**config.mk**
```make
export PLATFORM = sky130hd
export DESIGN_NAME = vector_floating_point_classify_pipe_flat
export DESIGN_NICKNAME = d
export VERILOG_FILES = /design/src/rtl/dragonfang_floating_point_pkg.sv /design/src/rtl/vector_floating_point_classify_pipe_if.sv /design/src/rtl/fp_classify_element.sv /design/src/rtl/vector_floating_point_classify_pipe.sv /design/src/flat_wrapper.sv
export SDC_FILE = /design/constraint.sdc
export NUM_CORES = 1
export LEC_CHECK = 0
export CAP_MARGIN = 20
export CORE_MARGIN = 2
export CORE_UTILIZATION = 50
export CTS_BUF_LIST = sky130_fd_sc_hd__clkbuf_8
export CTS_CLUSTER_DIAMETER = 150
export DETAILED_ROUTE_END_ITERATION = 10
export HOLD_SLACK_MARGIN = 0.1
export PLACE_DENSITY = 0.8
export SETUP_SLACK_MARGIN = 0.02
export SLEW_MARGIN = 20
export SYNTH_ARGS = -nofsm -noshare
export SYNTH_HDL_FRONTEND = slang
export SYNTH_SLANG_ARGS = --single-unit
```
**constraint.sdc**
```tcl
create_clock -name clock -period 5.25 [get_ports clock]
set_input_delay 1.05 -clock clock [delete_from_list [all_inputs] [get_ports clock]]
set_output_delay 1.05 -clock clock [all_outputs]
set_load 0.005 [all_outputs]
```
**src/rtl/dragonfang_floating_point_pkg.sv**
```systemverilog
// Shared encodings for the vector FP classify pipe: SEW codes, fclass bit
// positions and the sequencing FSM state type.
package dragonfang_floating_point_pkg;

    localparam int VLEN = 128;
    localparam int FCLASS_W = 10;

    typedef enum logic [1:0] {
        SEW_ILLEGAL = 2'b00,
        SEW_16      = 2'b01,
        SEW_32      = 2'b10,
        SEW_64      = 2'b11
    } sew_e;

    // RISC-V fclass one-hot bit positions
    localparam int FC_NEG_INF  = 0;
    localparam int FC_NEG_NORM = 1;
    localparam int FC_NEG_SUB  = 2;
    localparam int FC_NEG_ZERO = 3;
    localparam int FC_POS_ZERO = 4;
    localparam int FC_POS_SUB  = 5;
    localparam int FC_POS_NORM = 6;
    localparam int FC_POS_INF  = 7;
    localparam int FC_SNAN     = 8;
    localparam int FC_QNAN     = 9;

    typedef enum logic [1:0] {
        IDLE = 2'b00,
        BUSY = 2'b01,
        DONE = 2'b10
    } state_t;

endpackage

```
**src/rtl/vector_floating_point_classify_pipe_if.sv**
```systemverilog
// Request/response bundle of the vector FP classify pipe.
interface vector_floating_point_classify_pipe_if
    import dragonfang_floating_point_pkg::*;
#(
    parameter int VECTOR_LENGTH = VLEN
);
    localparam int VL_W = $clog2(VECTOR_LENGTH / 16) + 1;

    // A transfer happens on a rising clock edge where valid and ready are both 1;
    // valid must not depend on ready, and payload is held while valid&!ready.
    logic                       in_valid;
    logic                       in_ready;
    logic [1:0]                 sew;
    logic [VL_W-1:0]            vl;
    logic                       vm;
    logic [VECTOR_LENGTH/16-1:0] v0;
    logic [VECTOR_LENGTH-1:0]   vs2;
    logic [VECTOR_LENGTH-1:0]   vd_old;
    logic                       out_valid;
    logic                       out_ready;
    logic [VECTOR_LENGTH-1:0]   vd;
    logic                       illegal;

    modport master (
        output in_valid, sew, vl, vm, v0, vs2, vd_old, out_ready,
        input  in_ready, out_valid, vd, illegal
    );

    modport slave (
        input  in_valid, sew, vl, vm, v0, vs2, vd_old, out_ready,
        output in_ready, out_valid, vd, illegal
    );

endinterface

```
**src/rtl/fp_classify_element.sv**
```systemverilog
// Classifies one IEEE-754 value of configurable exponent/mantissa width into
// the 10-bit RISC-V fclass one-hot code.
module fp_classify_element
    import dragonfang_floating_point_pkg::*;
#(
    parameter int EXP_W = 8,
    parameter int MAN_W = 23
) (
    input  logic [EXP_W+MAN_W:0]  value,
    output logic [FCLASS_W-1:0]   fclass
);
    logic             sign;
    logic [EXP_W-1:0] exponent;
    logic [MAN_W-1:0] mantissa;

    assign {sign, exponent, mantissa} = value;

    always_comb begin
        fclass = '0;
        if (&exponent) begin
            // mantissa MSB distinguishes quiet from signalling NaN
            if (mantissa == '0)          fclass[sign ? FC_NEG_INF : FC_POS_INF] = 1'b1;
            else if (mantissa[MAN_W-1])  fclass[FC_QNAN] = 1'b1;
            else                         fclass[FC_SNAN] = 1'b1;
        end else if (exponent == '0) begin
            if (mantissa == '0)          fclass[sign ? FC_NEG_ZERO : FC_POS_ZERO] = 1'b1;
            else                         fclass[sign ? FC_NEG_SUB : FC_POS_SUB] = 1'b1;
        end else begin
            fclass[sign ? FC_NEG_NORM : FC_POS_NORM] = 1'b1;
        end
    end

endmodule

```
**src/rtl/vector_floating_point_classify_pipe.sv**
```systemverilog
// Multi-beat vector fclass: captures one request, classifies DATAPATH_WIDTH
// bits per cycle into a result register, then holds the result until taken.
module vector_floating_point_classify_pipe
    import dragonfang_floating_point_pkg::*;
#(
    parameter int VECTOR_LENGTH  = VLEN,
    parameter int DATAPATH_WIDTH = 64
) (
    input  logic   clock,
    input  logic   reset_n,
    vector_floating_point_classify_pipe_if.slave bus,
    output state_t fsm_state
);
    localparam int BEATS  = VECTOR_LENGTH / DATAPATH_WIDTH;
    localparam int BEAT_W = (BEATS > 1) ? $clog2(BEATS) : 1;
    localparam int VL_W   = $clog2(VECTOR_LENGTH / 16) + 1;
    localparam int MASK_W = VECTOR_LENGTH / 16;
    localparam int L16    = DATAPATH_WIDTH / 16;
    localparam int L32    = DATAPATH_WIDTH / 32;
    localparam int L64    = DATAPATH_WIDTH / 64;
    localparam logic [BEAT_W-1:0] LAST_BEAT = BEAT_W'(BEATS - 1);

    state_t                    state, state_n;
    logic [BEAT_W-1:0]         beat;
    sew_e                      sew_q;
    logic [VL_W-1:0]           vl_q;
    logic                      vm_q;
    logic [MASK_W-1:0]         v0_q;
    logic [VECTOR_LENGTH-1:0]  vs2_q, vd_old_q, res_q;
    logic                      accept;
    logic [DATAPATH_WIDTH-1:0] src_slice, old_slice, slice_new;
    logic [FCLASS_W-1:0]       cls16 [L16];
    logic [FCLASS_W-1:0]       cls32 [L32];
    logic [FCLASS_W-1:0]       cls64 [L64];

    always_comb begin
        state_n       = state;
        accept        = 1'b0;
        bus.in_ready  = (state == IDLE);
        bus.out_valid = (state == DONE);
        case (state)
            IDLE: if (bus.in_valid) begin
                accept  = 1'b1;
                state_n = BUSY;
            end
            BUSY: if (beat == LAST_BEAT) state_n = DONE;
            DONE: if (bus.out_ready) state_n = IDLE;
            default: state_n = IDLE;
        endcase
    end

    assign src_slice = vs2_q[int'(beat) * DATAPATH_WIDTH +: DATAPATH_WIDTH];
    assign old_slice = vd_old_q[int'(beat) * DATAPATH_WIDTH +: DATAPATH_WIDTH];

    for (genvar l = 0; l < L16; l++) begin : g_h
        fp_classify_element #(.EXP_W(5), .MAN_W(10)) u_cls (
            .value(src_slice[l*16 +: 16]), .fclass(cls16[l]));
    end
    for (genvar l = 0; l < L32; l++) begin : g_s
        fp_classify_element #(.EXP_W(8), .MAN_W(23)) u_cls (
            .value(src_slice[l*32 +: 32]), .fclass(cls32[l]));
    end
    for (genvar l = 0; l < L64; l++) begin : g_d
        fp_classify_element #(.EXP_W(11), .MAN_W(52)) u_cls (
            .value(src_slice[l*64 +: 64]), .fclass(cls64[l]));
    end

    // Element indices never exceed VECTOR_LENGTH/SEW-1, so an oversized vl
    // clamps itself; disabled elements and illegal SEW keep vd_old.
    always_comb begin
        int idx;
        idx       = 0;
        slice_new = old_slice;
        case (sew_q)
            SEW_16: for (int l = 0; l < L16; l++) begin
                idx = int'(beat) * L16 + l;
                if (idx < int'(vl_q) && (vm_q || v0_q[idx]))
                    slice_new[l*16 +: 16] = {6'b0, cls16[l]};
            end
            SEW_32: for (int l = 0; l < L32; l++) begin
                idx = int'(beat) * L32 + l;
                if (idx < int'(vl_q) && (vm_q || v0_q[idx]))
                    slice_new[l*32 +: 32] = {22'b0, cls32[l]};
            end
            SEW_64: for (int l = 0; l < L64; l++) begin
                idx = int'(beat) * L64 + l;
                if (idx < int'(vl_q) && (vm_q || v0_q[idx]))
                    slice_new[l*64 +: 64] = {54'b0, cls64[l]};
            end
            default: ;
        endcase
    end

    always_ff @(posedge clock or negedge reset_n) begin
        if (!reset_n) begin
            state    <= IDLE;
            beat     <= '0;
            sew_q    <= SEW_ILLEGAL;
            vl_q     <= '0;
            vm_q     <= 1'b0;
            v0_q     <= '0;
            vs2_q    <= '0;
            vd_old_q <= '0;
            res_q    <= '0;
        end else begin
            state <= state_n;
            if (accept) begin
                sew_q    <= sew_e'(bus.sew);
                vl_q     <= bus.vl;
                vm_q     <= bus.vm;
                v0_q     <= bus.v0;
                vs2_q    <= bus.vs2;
                vd_old_q <= bus.vd_old;
                beat     <= '0;
            end else if (state == BUSY) begin
                res_q[int'(beat) * DATAPATH_WIDTH +: DATAPATH_WIDTH] <= slice_new;
                beat <= beat + BEAT_W'(1);
            end
        end
    end

    assign bus.vd      = res_q;
    assign bus.illegal = (sew_q == SEW_ILLEGAL) && (state == DONE);
    assign fsm_state   = state;

endmodule

```
**src/flat_wrapper.sv**
```systemverilog
// flat-port wrapper written by rule: the top's interface ports become plain ports
module vector_floating_point_classify_pipe_flat import dragonfang_floating_point_pkg::*;
#(
    parameter int VECTOR_LENGTH  = VLEN,
    parameter int DATAPATH_WIDTH = 64
)
  (clock, reset_n, fsm_state, bus_in_valid, bus_sew, bus_vl, bus_vm, bus_v0, bus_vs2, bus_vd_old, bus_out_ready, bus_in_ready, bus_out_valid, bus_vd, bus_illegal);
  vector_floating_point_classify_pipe_if #(.VECTOR_LENGTH(VECTOR_LENGTH)) bus_i ();
  input  logic clock;
  input  logic reset_n;
  output state_t fsm_state;
  input wire logic [$bits(bus_i.in_valid)-1:0] bus_in_valid;
  input wire logic [$bits(bus_i.sew)-1:0] bus_sew;
  input wire logic [$bits(bus_i.vl)-1:0] bus_vl;
  input wire logic [$bits(bus_i.vm)-1:0] bus_vm;
  input wire logic [$bits(bus_i.v0)-1:0] bus_v0;
  input wire logic [$bits(bus_i.vs2)-1:0] bus_vs2;
  input wire logic [$bits(bus_i.vd_old)-1:0] bus_vd_old;
  input wire logic [$bits(bus_i.out_ready)-1:0] bus_out_ready;
  output wire logic [$bits(bus_i.in_ready)-1:0] bus_in_ready;
  output wire logic [$bits(bus_i.out_valid)-1:0] bus_out_valid;
  output wire logic [$bits(bus_i.vd)-1:0] bus_vd;
  output wire logic [$bits(bus_i.illegal)-1:0] bus_illegal;
  assign bus_i.in_valid = bus_in_valid;
  assign bus_i.sew = bus_sew;
  assign bus_i.vl = bus_vl;
  assign bus_i.vm = bus_vm;
  assign bus_i.v0 = bus_v0;
  assign bus_i.vs2 = bus_vs2;
  assign bus_i.vd_old = bus_vd_old;
  assign bus_i.out_ready = bus_out_ready;
  assign bus_in_ready = bus_i.in_ready;
  assign bus_out_valid = bus_i.out_valid;
  assign bus_vd = bus_i.vd;
  assign bus_illegal = bus_i.illegal;
  vector_floating_point_classify_pipe #(.VECTOR_LENGTH(VECTOR_LENGTH), .DATAPATH_WIDTH(DATAPATH_WIDTH)) u_core (.clock(clock), .reset_n(reset_n), .bus(bus_i), .fsm_state(fsm_state));
endmodule
```
# Yosys cells after proc, flatten, opt, wreduce, memory -nomap -nowiden
# Cells that the tools add are included.
dict set report classes {
  add_sub_neg 6
  n_lt_le_gt_ge 46
  eq_ne 8
  n_shift 4
  n_mux 132
  n_bitwise 1
  reduce_logical 57
}
# cell n
set op_table {}
lappend op_table {{indexed part select 128 x 8 -> 64 bit} 2}
lappend op_table {{2-to-1 mux 10 bit} 21}
lappend op_table {{one-hot mux 64 bit (3 select lines)} 1}
lappend op_table {{bitwise mux 128 bit} 1}
lappend op_table {{less-than comparator 32 x 5 -> 1 bit} 4}
lappend op_table {{less-than comparator 32 x 5 -> 1 bit, second input constant} 4}
lappend op_table {{variable shift 64 x 33 -> 128 bit, first input constant} 1}
lappend op_table {{indexed part select 64 x 33 -> 128 bit} 1}
lappend op_table {{less-than comparator 3 x 5 -> 1 bit, second input constant} 16}
lappend op_table {{demux 1 bit (select 4 bit)} 16}
lappend op_table {{2-to-1 mux 16 bit} 4}
lappend op_table {{2-to-1 mux 32 bit} 2}
lappend op_table {{2-to-1 mux 64 bit} 1}
lappend op_table {{2-to-1 mux 8 bit} 7}
lappend op_table {{zero test 52 bit} 1}
lappend op_table {{>= comparator 3 x 1 -> 1 bit, second input constant} 16}
lappend op_table {{2-to-1 mux 1 bit} 48}
lappend op_table {{2-to-1 mux 3 bit} 16}
lappend op_table {{zero test 23 bit} 2}
lappend op_table {{zero test 10 bit} 4}
lappend op_table {{negator 7 -> 33 bit} 1}
lappend op_table {{logical AND 1 bit} 24}
lappend op_table {{zero test 5 bit} 4}
lappend op_table {{2-to-1 mux 2 bit} 10}
lappend op_table {{27 further kinds} 47}
dict set report word_totals {
  ff_bits 402
  in_bits 275
  output_inout_bits 133
  elab_cells 263
}

# Depth between registers and ports, before layout
# Gate-level depths: netlist of run 1.
dict set report logic_depth {
  ltp_word 13
  ltp_mapped 13
}

# Modules after synthesis
# From an unflattened synthesis of run 1, not the netlist that was laid out.
dict set report unflattened {
  hier_cells 1502
  hier_area_um2 18360.1
}
# module n_inst cells_per_inst area_per_inst_um2
set modules_own_cells {}
lappend modules_own_cells {vector_floating_point_classify_pipe 1 1321 17127.7}
lappend modules_own_cells {{fp_classify_element (u_core.g_h[0].u_cls ...)} 4 21 128.9}
lappend modules_own_cells {{fp_classify_element (u_core.g_d[0].u_cls)} 1 39 249.0}
lappend modules_own_cells {{fp_classify_element (u_core.g_s[1].u_cls)} 1 29 240.2}
lappend modules_own_cells {{fp_classify_element (u_core.g_s[0].u_cls)} 1 29 227.7}

# Least setup slack after synthesis of run 1
# OpenSTA, ideal clock, no wires.
dict set report synth_timing {
  path_type {reg2reg}
  from {reg u_core.beat}
  to {reg u_core.res_q[105], in the netlist u_core.bus.vd[105]}
  setup_ns 0.083
  arrival_time_ns 2.992
  t_required_ns 5.167
  setup_slack_ns 2.175
  stages_incl_launch_ff 14
  n_path_buf 5
  synth_period_minus_slack_ns 3.075
  cell_sequence {dfrtp_1 -> buf_6 -> buf_2 -> clkbuf_1 -> inv_1 -> clkbuf_1 -> clkbuf_1 -> ha_1 -> or3_1 -> o311ai_1 -> o221ai_2 -> or2_2 -> o311a_1 -> o21ai_0}
}
dict set report synth_via {
  elab_chain_cells 13
  elab_cells_between_ends 223
  classes_between {add/sub (5); order compare (39); shift (4); mux (124); reduce/logical (51)}
}
# element line
set synth_rtl {}
lappend synth_rtl {{start: declaration} vector_floating_point_classify_pipe.sv:24} ;# logic [BEAT_W-1:0] beat;
lappend synth_rtl {{start signal: assignment} vector_floating_point_classify_pipe.sv:117} ;# beat <= beat + BEAT_W'(1);
lappend synth_rtl {{indexed part select 128 x 8 -> 64 bit} vector_floating_point_classify_pipe.sv:52} ;# assign src_slice = vs2_q[int'(beat) * DATAPATH_WIDTH +: DATAPATH_WIDTH];
lappend synth_rtl {{2-to-1 mux 3 bit (on tied branches)} {fp_classify_element.sv:27, fp_classify_element.sv:26}}
lappend synth_rtl {{less-than comparator 3 x 5 -> 1 bit (implied by the code) (tied with other cells)} fp_classify_element.sv:27} ;# else fclass[sign ? FC_NEG_SUB : FC_POS_SUB] = 1'b1;
lappend synth_rtl {{logical AND 1 bit (on tied branches)} {fp_classify_element.sv:27, fp_classify_element.sv:26}}
lappend synth_rtl {{2-to-1 mux 1 bit (on tied branches)} {fp_classify_element.sv:27, fp_classify_element.sv:26}}
lappend synth_rtl {{demux 1 bit (select 4 bit) (on tied branches)} {fp_classify_element.sv:27, fp_classify_element.sv:26}}
lappend synth_rtl {{2-to-1 mux 10 bit} fp_classify_element.sv:26} ;# if (mantissa == '0) fclass[sign ? FC_NEG_ZERO : FC_POS_ZERO] = 1'b1;
lappend synth_rtl {{2-to-1 mux 10 bit} fp_classify_element.sv:25} ;# end else if (exponent == '0) begin
lappend synth_rtl {{2-to-1 mux 10 bit} fp_classify_element.sv:20} ;# if (&exponent) begin
lappend synth_rtl {{2-to-1 mux 64 bit (tied with other cells)} vector_floating_point_classify_pipe.sv:87} ;# if (idx < int'(vl_q) && (vm_q || v0_q[idx]))
lappend synth_rtl {{one-hot mux 64 bit (3 select lines)} vector_floating_point_classify_pipe.sv:74} ;# case (sew_q)
lappend synth_rtl {{indexed part select 64 x 33 -> 128 bit} vector_floating_point_classify_pipe.sv:116} ;# res_q[int'(beat) * DATAPATH_WIDTH +: DATAPATH_WIDTH] <= slice_new;
lappend synth_rtl {{bitwise mux 128 bit *} vector_floating_point_classify_pipe.sv:116}
lappend synth_rtl {{end signal: indexed assignment} vector_floating_point_classify_pipe.sv:116}
lappend synth_rtl {{end: declaration} vector_floating_point_classify_pipe.sv:29} ;# logic [VECTOR_LENGTH-1:0] vs2_q, vd_old_q, res_q;
# Every way passes the cells marked *; elsewhere a longest branch is shown, timed or not. The select of a mux whose other input is x is not followed.
# A chain may end at the register's enable or synchronous reset.

# Worst setup path after layout of run 1
dict set report layout_timing {
  from {reg u_core.beat}
  to {reg u_core.res_q[8], in the netlist u_core.bus.vd[8]}
}
# The elaborated chain is that of the path after synthesis.

==> results of run 1 <==
-- per-stage QoR --
| stage | cells | total power [mW] | hold slack [ns] |
|---|---|---|---|
| after floorplan | 1428 | 9.23 | 0.470 |
| after global placement | 2225 | 11.6 | 0.460 |
| after detailed placement | 2225 | 11.9 | 0.467 |
| after CTS | 2342 | 14.7 | 0.458 |
| after global routing | 2346 | 15.5 | 0.471 |
| final | 2347 | 14.6 | 0.454 |
-- path summary, 6_finish.rpt --
check / from / to / slack (ns)
max: u_core.beat / u_core.bus.vd[8] / 1.51
max reg2reg: u_core.beat / u_core.bus.vd[8] / 1.51
min in group clock: u_core.bus.vd[15] / u_core.bus.vd[15] / 0.48
max in group asynchronous: reset_n / u_core.vd_old_q[73] / 3.69
min: reset_n / u_core.bus.vd[16] / 0.45
min reg2reg: u_core.bus.vd[15] / u_core.bus.vd[15] / 0.48
-- cell families (layout without fill, tap and decap cells) --
kind of cell    after synthesis  after routing  share of synthesized area
compound gates              208            208                     0.0803
simple gates                389            389                      0.111
flops                       402            402                      0.573
other cells                   0              5                          0
buf+inv                      89            548                     0.0207
mux                         336            336                      0.213
fa+ha+maj                     4              4                    0.00285
-- area by class of cell --
cell class,count,area (um2),area share
clock buffers,86,1180,0.0504
well taps,455,569,0.0243
repair buffers,425,4280,0.182
clock inverters,31,170,0.00725
multi-input cells,937,7170,0.306
flip-flops and latches,402,10100,0.429
diodes,5,12.5,0.000533
inverters,6,22.5,0.000960
-- per-layer routing --
layer | vias to the layer above | part of all wire
met2 | 571 | 0.47
met5 | - | 0
met4 | 0 | 0.046
li1 | 6048 | -
met1 | 6658 | 0.41
met3 | 136 | 0.073
-- cells in the final DEF (no fill, tap or decap), types with 4 or more instances in the layout --
cell type,instances
nor4_1,21
and2_1,15
o22ai_1,8
a21oi_1,11
buf_4,13
dfrtp_1,401
diode_2,5
nor2_1,29
and3_1,6
buf_12,5
nand2b_1,5
mux2i_1,35
inv_1,27
nand2_1,180
clkbuf_8,86
o211ai_1,5
clkinvlp_4,5
nor2b_1,8
nand3b_1,4
nand3_1,20
o221ai_1,6
o32ai_1,7
a211oi_1,7
or2_2,6
nand4_1,40
nor3b_1,5
a22oi_1,16
a31oi_1,12
o22a_1,6
mux2_2,301
ha_1,4
nor4b_1,6
nand4b_1,5
a41o_1,6
o21ai_0,87
clkdlybuf4s50_1,406
nor3_1,22
-- power by group through the flow --
stage	logic, mW	registers (mW)	clock network (mW)
floorplan	3.89	5.34	0
global placement	5.94	5.62	0
detailed placement	6.13	5.73	0
CTS	6.16	5.68	2.83
global route	6.63	5.87	2.97
finish	6.17	5.69	2.77
-- registers in the layout, indices dropped and copies added, names as in the netlist --
| register | cells |
|---|---|
| u_core.bus.vd | 128 |
| u_core.vd_old_q | 128 |
| u_core.vs2_q | 128 |
| u_core.v0_q | 8 |
| u_core.vl_q | 4 |
| u_core.fsm_state | 2 |
| u_core.sew_q | 2 |
| u_core.beat | 1 |
| u_core.vm_q | 1 |
==> impl_metrics.json, run 1 <==
{
  "status": "complete, no violations",
  "synth_cells": 1428,
  "pin_count": 408,
  "rows": 68,
  "yosysUniqueCellTypes": 72,
  "power_switching_mw": 5.41,
  "synth_area_leaders": "dfrtp_1 (57%), mux2_2 (19%), nand2_1 (3.9%)",
  "fmax_mhz": 267,
  "worst_pin_slew_ns": 0.978,
  "grt_pass1_wl_um": 79200,
  "hpwl_um": 38300,
  "layout-drive-gt1-share": 0.233,
  "finalHoldViolations": 0,
  "cts_resized": 0,
  "ir_drop_mv": 0.393,
  "final_core_util": 0.679,
  "finalWorstSetupSlack_ns": 1.51,
  "hold_class": "input pin to async pin",
  "clock_latency_ns": 0.62,
  "die_w_um": 191,
  "cp_max_fo": 69,
  "synth-seq-cells": 402,
  "met2_usage": 0.451,
  "startpoint_type": "register",
  "gp_congestion": 0.874,
  "crit_arrival_ns": 4.20,
  "core-area_um2": 34500,
  "dieArea_um2": 36700,
  "pwr-share-clk": 0.190,
  "synth_top_area_frac": 0.573,
  "yosys_warnings": 0,
  "grt_pass1_vias": 13700,
  "maxCapViolCount": 0,
  "yosys.cell_count.top_type": "dfrtp_1",
  "synthArstFlopShare": 1.00,
  "fin_area_um2": 23500,
  "port-buffer-count": 407,
  "place_ws_ns": 1.62,
  "path_delay_family": "compound AO/OA/AOI/OAI gates",
  "cts_max_level": 3,
  "path_cells": "nor4b_1, nand3_1, a21oi_1, nand4_4, a2111oi_0, o21ai_0",
  "cp_slowest_stage_delay_ns": 0.97,
  "routed_wl_um": 52700,
  "synthFlopType": "dfrtp_1",
  "synth_edf_count": 0,
  "period_needed_ns": 3.75,
  "cts_hold_buf": 0,
  "setup_tns_ns": 0,
  "track_usage": 0.285,
  "clock_path_buffers": 3,
  "switching_share": 0.370,
  "clkTransAtPathRegs_ns": 0.07,
  "busiest_layer": "met2",
  "vias": 13400,
  "use_met3": 0.0644,
  "syn_nets": 1707,
  "die_h_um": 191,
  "synth_top_area_cell": "dfrtp_1",
  "cp_slowest_cell": "dfrtp_4",
  "p_comb_frac": 0.421,
  "cell_internal_pwr_mw": 9.23,
  "syn_avg_cell_area_um2": 12.3,
  "p_seq_frac": 0.389,
  "clock_skew_ns": 0.0301,
  "yosysSeqAreaShare": 0.573,
  "overflow": 0,
  "grt_setup_unrepaired": "false",
  "avgViaCountPerCell": 5.71,
  "slew_headroom": 0.348,
  "drtPass1Iterations": 5,
  "setup_violations": 0,
  "drv_slew": 0,
  "areaGrowthSynthToFinish_pct": 33.6,
  "synth_area_um2": 17600,
  "synthTopCellsByCount": "dfrtp_1 (402), mux2_2 (301), nand2_1 (182)",
  "drt_iter0_drc": 922,
  "placed_cell_area_um2": 22100,
  "crit_type": "register to register",
  "fin_nets": 2120,
  "met1_usage": 0.373,
  "cts_tree": "yes",
  "cts_buffers": 69,
  "cts_setup_buffers": 0,
  "worstPathRequired_ns": 5.70,
  "wire_per_inst_um": 22.4,
  "drc": 0,
  "critPathCaptureType": "register",
  "ant_nets": 0,
  "rr_worst_depth": 6,
  "cp.buffers_inverters": 0,
  "fin_crit_sh": 0.713,
  "grt_max_degree": 113,
  "initial_core_util": 0.509,
  "p_per_area_nw_per_um2": 624,
  "antenna_found_initial": 4,
  "fillCellCount": 2570,
  "cts_root_buf": "clkbuf_8",
  "cp.depth": 6,
  "cts.sinks": 402,
  "p_leak_nw": 9.83
}
No activity file was read; power rests on OpenSTA's default activity.
==> run 2, diff against run 1 <==
==> constraint.sdc (replaced) <==
create_clock -name clock -period 3.6 [get_ports clock]
set_input_delay 0.72 -clock clock [delete_from_list [all_inputs] [get_ports clock]]
set_output_delay 0.72 -clock clock [all_outputs]
set_load 0.005 [all_outputs]
==> impl_metrics.json, run 2 (synthesized netlist as in run 1, its figures left out) <==
{
  "p_seq_frac": 0.386,
  "worstPathRequired_ns": 4.06,
  "pin_count": 408,
  "cts_tree": "yes",
  "clock_path_buffers": 3,
  "worst_pin_slew_ns": 0.871,
  "worst_hold_path.endpoint": "u_core.bus.vd[111]",
  "fmax_mhz": 318,
  "hpwl_um": 38100,
  "die_h_um": 191,
  "final_cell_mix": "clkdlybuf4s50_1 (406), dfrtp_1 (401), mux2_2 (301)",
  "clkTransAtPathRegs_ns": 0.07,
  "r2r_end": "u_core.bus.vd[102]",
  "drt_iter0_drc": 1017,
  "dieArea_um2": 36700,
  "overflow": 0,
  "cp_max_fo": 49,
  "critPathCaptureType": "register",
  "final_common_cell": "clkdlybuf4s50_1",
  "clock_skew_ns": 0.0275,
  "finalHoldViolations": 0,
  "fin_crit_sh": 0.874,
  "die_w_um": 191,
  "drv_slew": 0,
  "setup_violations": 0,
  "ir_drop_mv": 0.493,
  "fin_nets": 2125,
  "cell_internal_pwr_mw": 13.6,
  "initial_core_util": 0.509,
  "layout-drive-gt1-share": 0.236,
  "slew_headroom": 0.410,
  "p_per_area_nw_per_um2": 910,
  "wire_per_inst_um": 22.2,
  "p_leak_nw": 9.88,
  "gp_congestion": 0.945,
  "rr_worst_depth": 6,
  "hold_class": "register to register",
  "cts_setup_buffers": 0,
  "p_comb_frac": 0.422,
  "grt_max_degree": 89,
  "pwr-share-clk": 0.193,
  "status": "complete, no violations",
  "vias": 13500,
  "crit_arrival_ns": 3.61,
  "routed_wl_um": 52200,
  "cts.sinks": 402,
  "grt_pass1_vias": 13700,
  "track_usage": 0.285,
  "avgViaCountPerCell": 5.75,
  "rr_startpoint": "u_core.beat",
  "clock_latency_ns": 0.61,
  "areaGrowthSynthToFinish_pct": 34.2,
  "finalWorstSetupSlack_ns": 0.454,
  "setup_tns_ns": 0,
  "place_ws_ns": 0.394,
  "period_needed_ns": 3.15,
  "drtPass1Iterations": 6,
  "maxCapViolCount": 0,
  "power_switching_mw": 7.83,
  "startpoint_type": "register",
  "rows": 68,
  "ant_nets": 0,
  "grt_pass1_wl_um": 78600,
  "crit_type": "register to register",
  "reg2reg_slack_ns": 0.45,
  "core-area_um2": 34500,
  "drc": 0,
  "switching_share": 0.365,
  "whs_path_depth": 2,
  "grt_setup_unrepaired": "false",
  "min_from": "u_core.bus.vd[111]",
  "cts_buffers": 67,
  "port-buffer-count": 407,
  "antenna_found_initial": 8,
  "cts_root_buf": "clkbuf_8",
  "cts_max_level": 3
}
## run 2: final cells by class
class,count,area [um2]
Tap cell,455,569
Antenna cell,7,17.5
Inverter,6,22.5
Clock inverter,23,146
Clock buffer,89,1220
Timing Repair Buffer,432,4360
Fill cell,2609,11000
Sequential cell,402,10100
Multi-Input combinational cell,937,7170
## run 2: what timing repair did
item                       in CTS  in global routing
resized for setup               0                  1
setup endpoints to repair       0                  4
hold buffers                    1                  0
hold endpoints to repair       65                  0
## run 2: per-layer routing
| layer | global-route usage | part of all wire |
|---|---|---|
| met1 | 0.379 | 0.42 |
| met4 | 0.147 | 0.043 |
| met2 | 0.435 | 0.46 |
| met3 | 0.0676 | 0.079 |
| met5 | 0 | 0.00023 |
## run 2: metrics by stage
step | cells | utilization | cell area, um2 | power (mW) | hold WS, ns
2_1_floorplan | 1428 | - | 17600 | 13.5 | 0.424
3_3_place_gp | 2231 | 0.642 | 22200 | 16.9 | 0.460
3_5_place_dp | 2231 | 0.642 | 22200 | 17.3 | 0.462
4_1_cts | 2344 | 0.682 | 23600 | 21.5 | 0.477
5_1_grt | 2351 | 0.682 | 23600 | 22.7 | 0.502
6_report | 2351 | 0.682 | 23600 | 21.4 | 0.477
## run 2: power by group through the flow
stage | registers [mW] | clock network, mW | logic, mW
after global placement | 8.19 | 0 | 8.75
final | 8.27 | 4.13 | 9.05
after global routing | 8.52 | 4.43 | 9.76
after detailed placement | 8.32 | 0 | 8.98
after floorplan | 7.79 | 0 | 5.68
after CTS | 8.25 | 4.22 | 9.04
## run 2: how the worst max path moves through the flow
stage | start | end | slack, ns | depth (start not counted)
after floorplan | u_core.beat | u_core.bus.vd[105] | 0.53 | 13
after global placement | u_core.beat | u_core.bus.vd[72] | 0.56 | 6
after detailed placement | u_core.beat | u_core.bus.vd[27] | 0.39 | 6
after CTS | u_core.beat | u_core.bus.vd[27] | 0.37 | 6
after global routing | u_core.beat | u_core.bus.vd[115] | 0.22 | 7
final | u_core.beat | u_core.bus.vd[102] | 0.45 | 6
## run 2: worst max-delay path, stage by stage (launching register included)
cell and delay, ns:
dfrtp_4 0.78, buf_4 0.33, nor4b_1 0.51, a22oi_1 0.31, or2_2 0.38, a311oi_1 0.49
o21ai_0 0.14
==> run 3, diff against run 2 <==
==> constraint.sdc (replaced) <==
create_clock -name clock -period 3.9 [get_ports clock]
set_input_delay 0.78 -clock clock [delete_from_list [all_inputs] [get_ports clock]]
set_output_delay 0.78 -clock clock [all_outputs]
set_load 0.005 [all_outputs]
==> impl_metrics.json, run 3 (synthesized netlist as in run 1, its figures left out) <==
{
  "overflow": 0,
  "clock_latency_ns": 0.62,
  "drv_slew": 0,
  "worstPathRequired_ns": 4.35,
  "maxCapViolCount": 0,
  "layout-drive-gt1-share": 0.235,
  "worst_pin_slew_ns": 0.970,
  "cts_tree": "yes",
  "die_w_um": 191,
  "cts.sinks": 402,
  "grt_pass1_vias": 13900,
  "hold_class": "input pin to async pin",
  "port-buffer-count": 407,
  "final_common_cell": "clkdlybuf4s50_1",
  "clock_path_buffers": 3,
  "dieArea_um2": 36700,
  "met2_usage": 0.456,
  "busiest_layer": "met2",
  "ant_nets": 0,
  "vias": 13400,
  "fin_nets": 2125,
  "setup_violations": 0,
  "regArea_um2": 10100,
  "multi_input_area_um2": 7170,
  "fillCellCount": 2527,
  "startpoint_type": "register",
  "cp_max_fo": 47,
  "setup_tns_ns": 0,
  "die_h_um": 191,
  "cts_hold_buf": 0,
  "ir_drop_mv": 0.511,
  "grt_setup_unrepaired": "false",
  "areaGrowthSynthToFinish_pct": 34.0,
  "fin_crit_sh": 0.881,
  "routed_wl_um": 51900,
  "clkTransAtPathRegs_ns": 0.06,
  "status": "complete, no violations",
  "cts_setup_buffers": 0,
  "cts_root_buf": "clkbuf_8",
  "drt_iter0_drc": 902,
  "crit_type": "register to register",
  "fmax_mhz": 291,
  "p_per_area_nw_per_um2": 838,
  "cts_buffers": 69,
  "met1_usage": 0.374,
  "cts_max_level": 3,
  "track_usage": 0.286,
  "crit_arrival_ns": 3.89,
  "drc": 0,
  "p_total_mw": 19.7,
  "gp_congestion": 0.913,
  "slew_headroom": 0.343,
  "hpwl_um": 38300,
  "wire_per_inst_um": 22.1,
  "period_needed_ns": 3.43,
  "rows": 68,
  "use_met3": 0.0676,
  "clock_skew_ns": 0.0357,
  "grt_max_degree": 97,
  "grt_pass1_wl_um": 79600,
  "core-area_um2": 34500,
  "finalHoldViolations": 0,
  "critPathCaptureType": "register",
  "p_leak_nw": 9.88,
  "pin_count": 408,
  "antenna_found_initial": 6,
  "initial_core_util": 0.509,
  "final_cell_mix": "clkdlybuf4s50_1 (406), dfrtp_1 (401), mux2_2 (301)",
  "avgViaCountPerCell": 5.71,
  "cts_resized": 0,
  "drtPass1Iterations": 5
}
[run 3: through the flow]
step	util	worst slack (ns)	cells	cell area [um2]	hold WS (ns)
floorplan	-	0.825	1428	17600	0.470
global placement	0.642	0.654	2230	22200	0.460
detailed placement	0.642	0.658	2230	22200	0.464
CTS	0.681	0.586	2346	23500	0.213
global route	0.682	0.228	2351	23500	0.236
finish	0.682	0.466	2351	23500	0.197
[run 3: critical path, stage by stage (launching register included)]
cell,delay (ns)
dfrtp_4,0.75
buf_4,0.35
nor4b_1,0.70
a22oi_1,0.35
nor2_1,0.26
nor3_1,0.08
a211oi_1,0.63
o21ai_0,0.15
[run 3: final timing paths]
check | startpoint | endpoint | slack (ns) | depth (start not counted)
min in group clock | u_core.bus.vd[76] | u_core.bus.vd[76] | 0.48 | 2
min reg2reg | u_core.bus.vd[76] | u_core.bus.vd[76] | 0.48 | 2
max in group asynchronous | reset_n | u_core.vd_old_q[91] | 2.73 | 2
min | reset_n | u_core.vs2_q[102] | 0.20 | 1
max reg2reg | u_core.beat | u_core.bus.vd[65] | 0.47 | 7
max | u_core.beat | u_core.bus.vd[65] | 0.47 | 7
[run 3: area by class of cell]
cell class                 instances  area share
multi-input combinational        937       0.305
tap                              455      0.0242
antenna                            5    0.000531
clock buffer                      84      0.0491
timing repair buffer             430       0.185
clock inverter                    32     0.00834
inverter                           6    0.000957
sequential                       402       0.427
[run 3: routing by layer]
layer / routed length (um) / share of wire
met5: 13 / 0.00025
met3: 3790 / 0.073
met4: 2100 / 0.040
met1: 21500 / 0.41
met2: 24500 / 0.47
[run 3: power by group]
part           total, mW  switching (mW)  internal (mW)
logic               8.34            4.13           4.20
registers           7.63            1.42           6.21
clock network       3.77            1.70           2.07
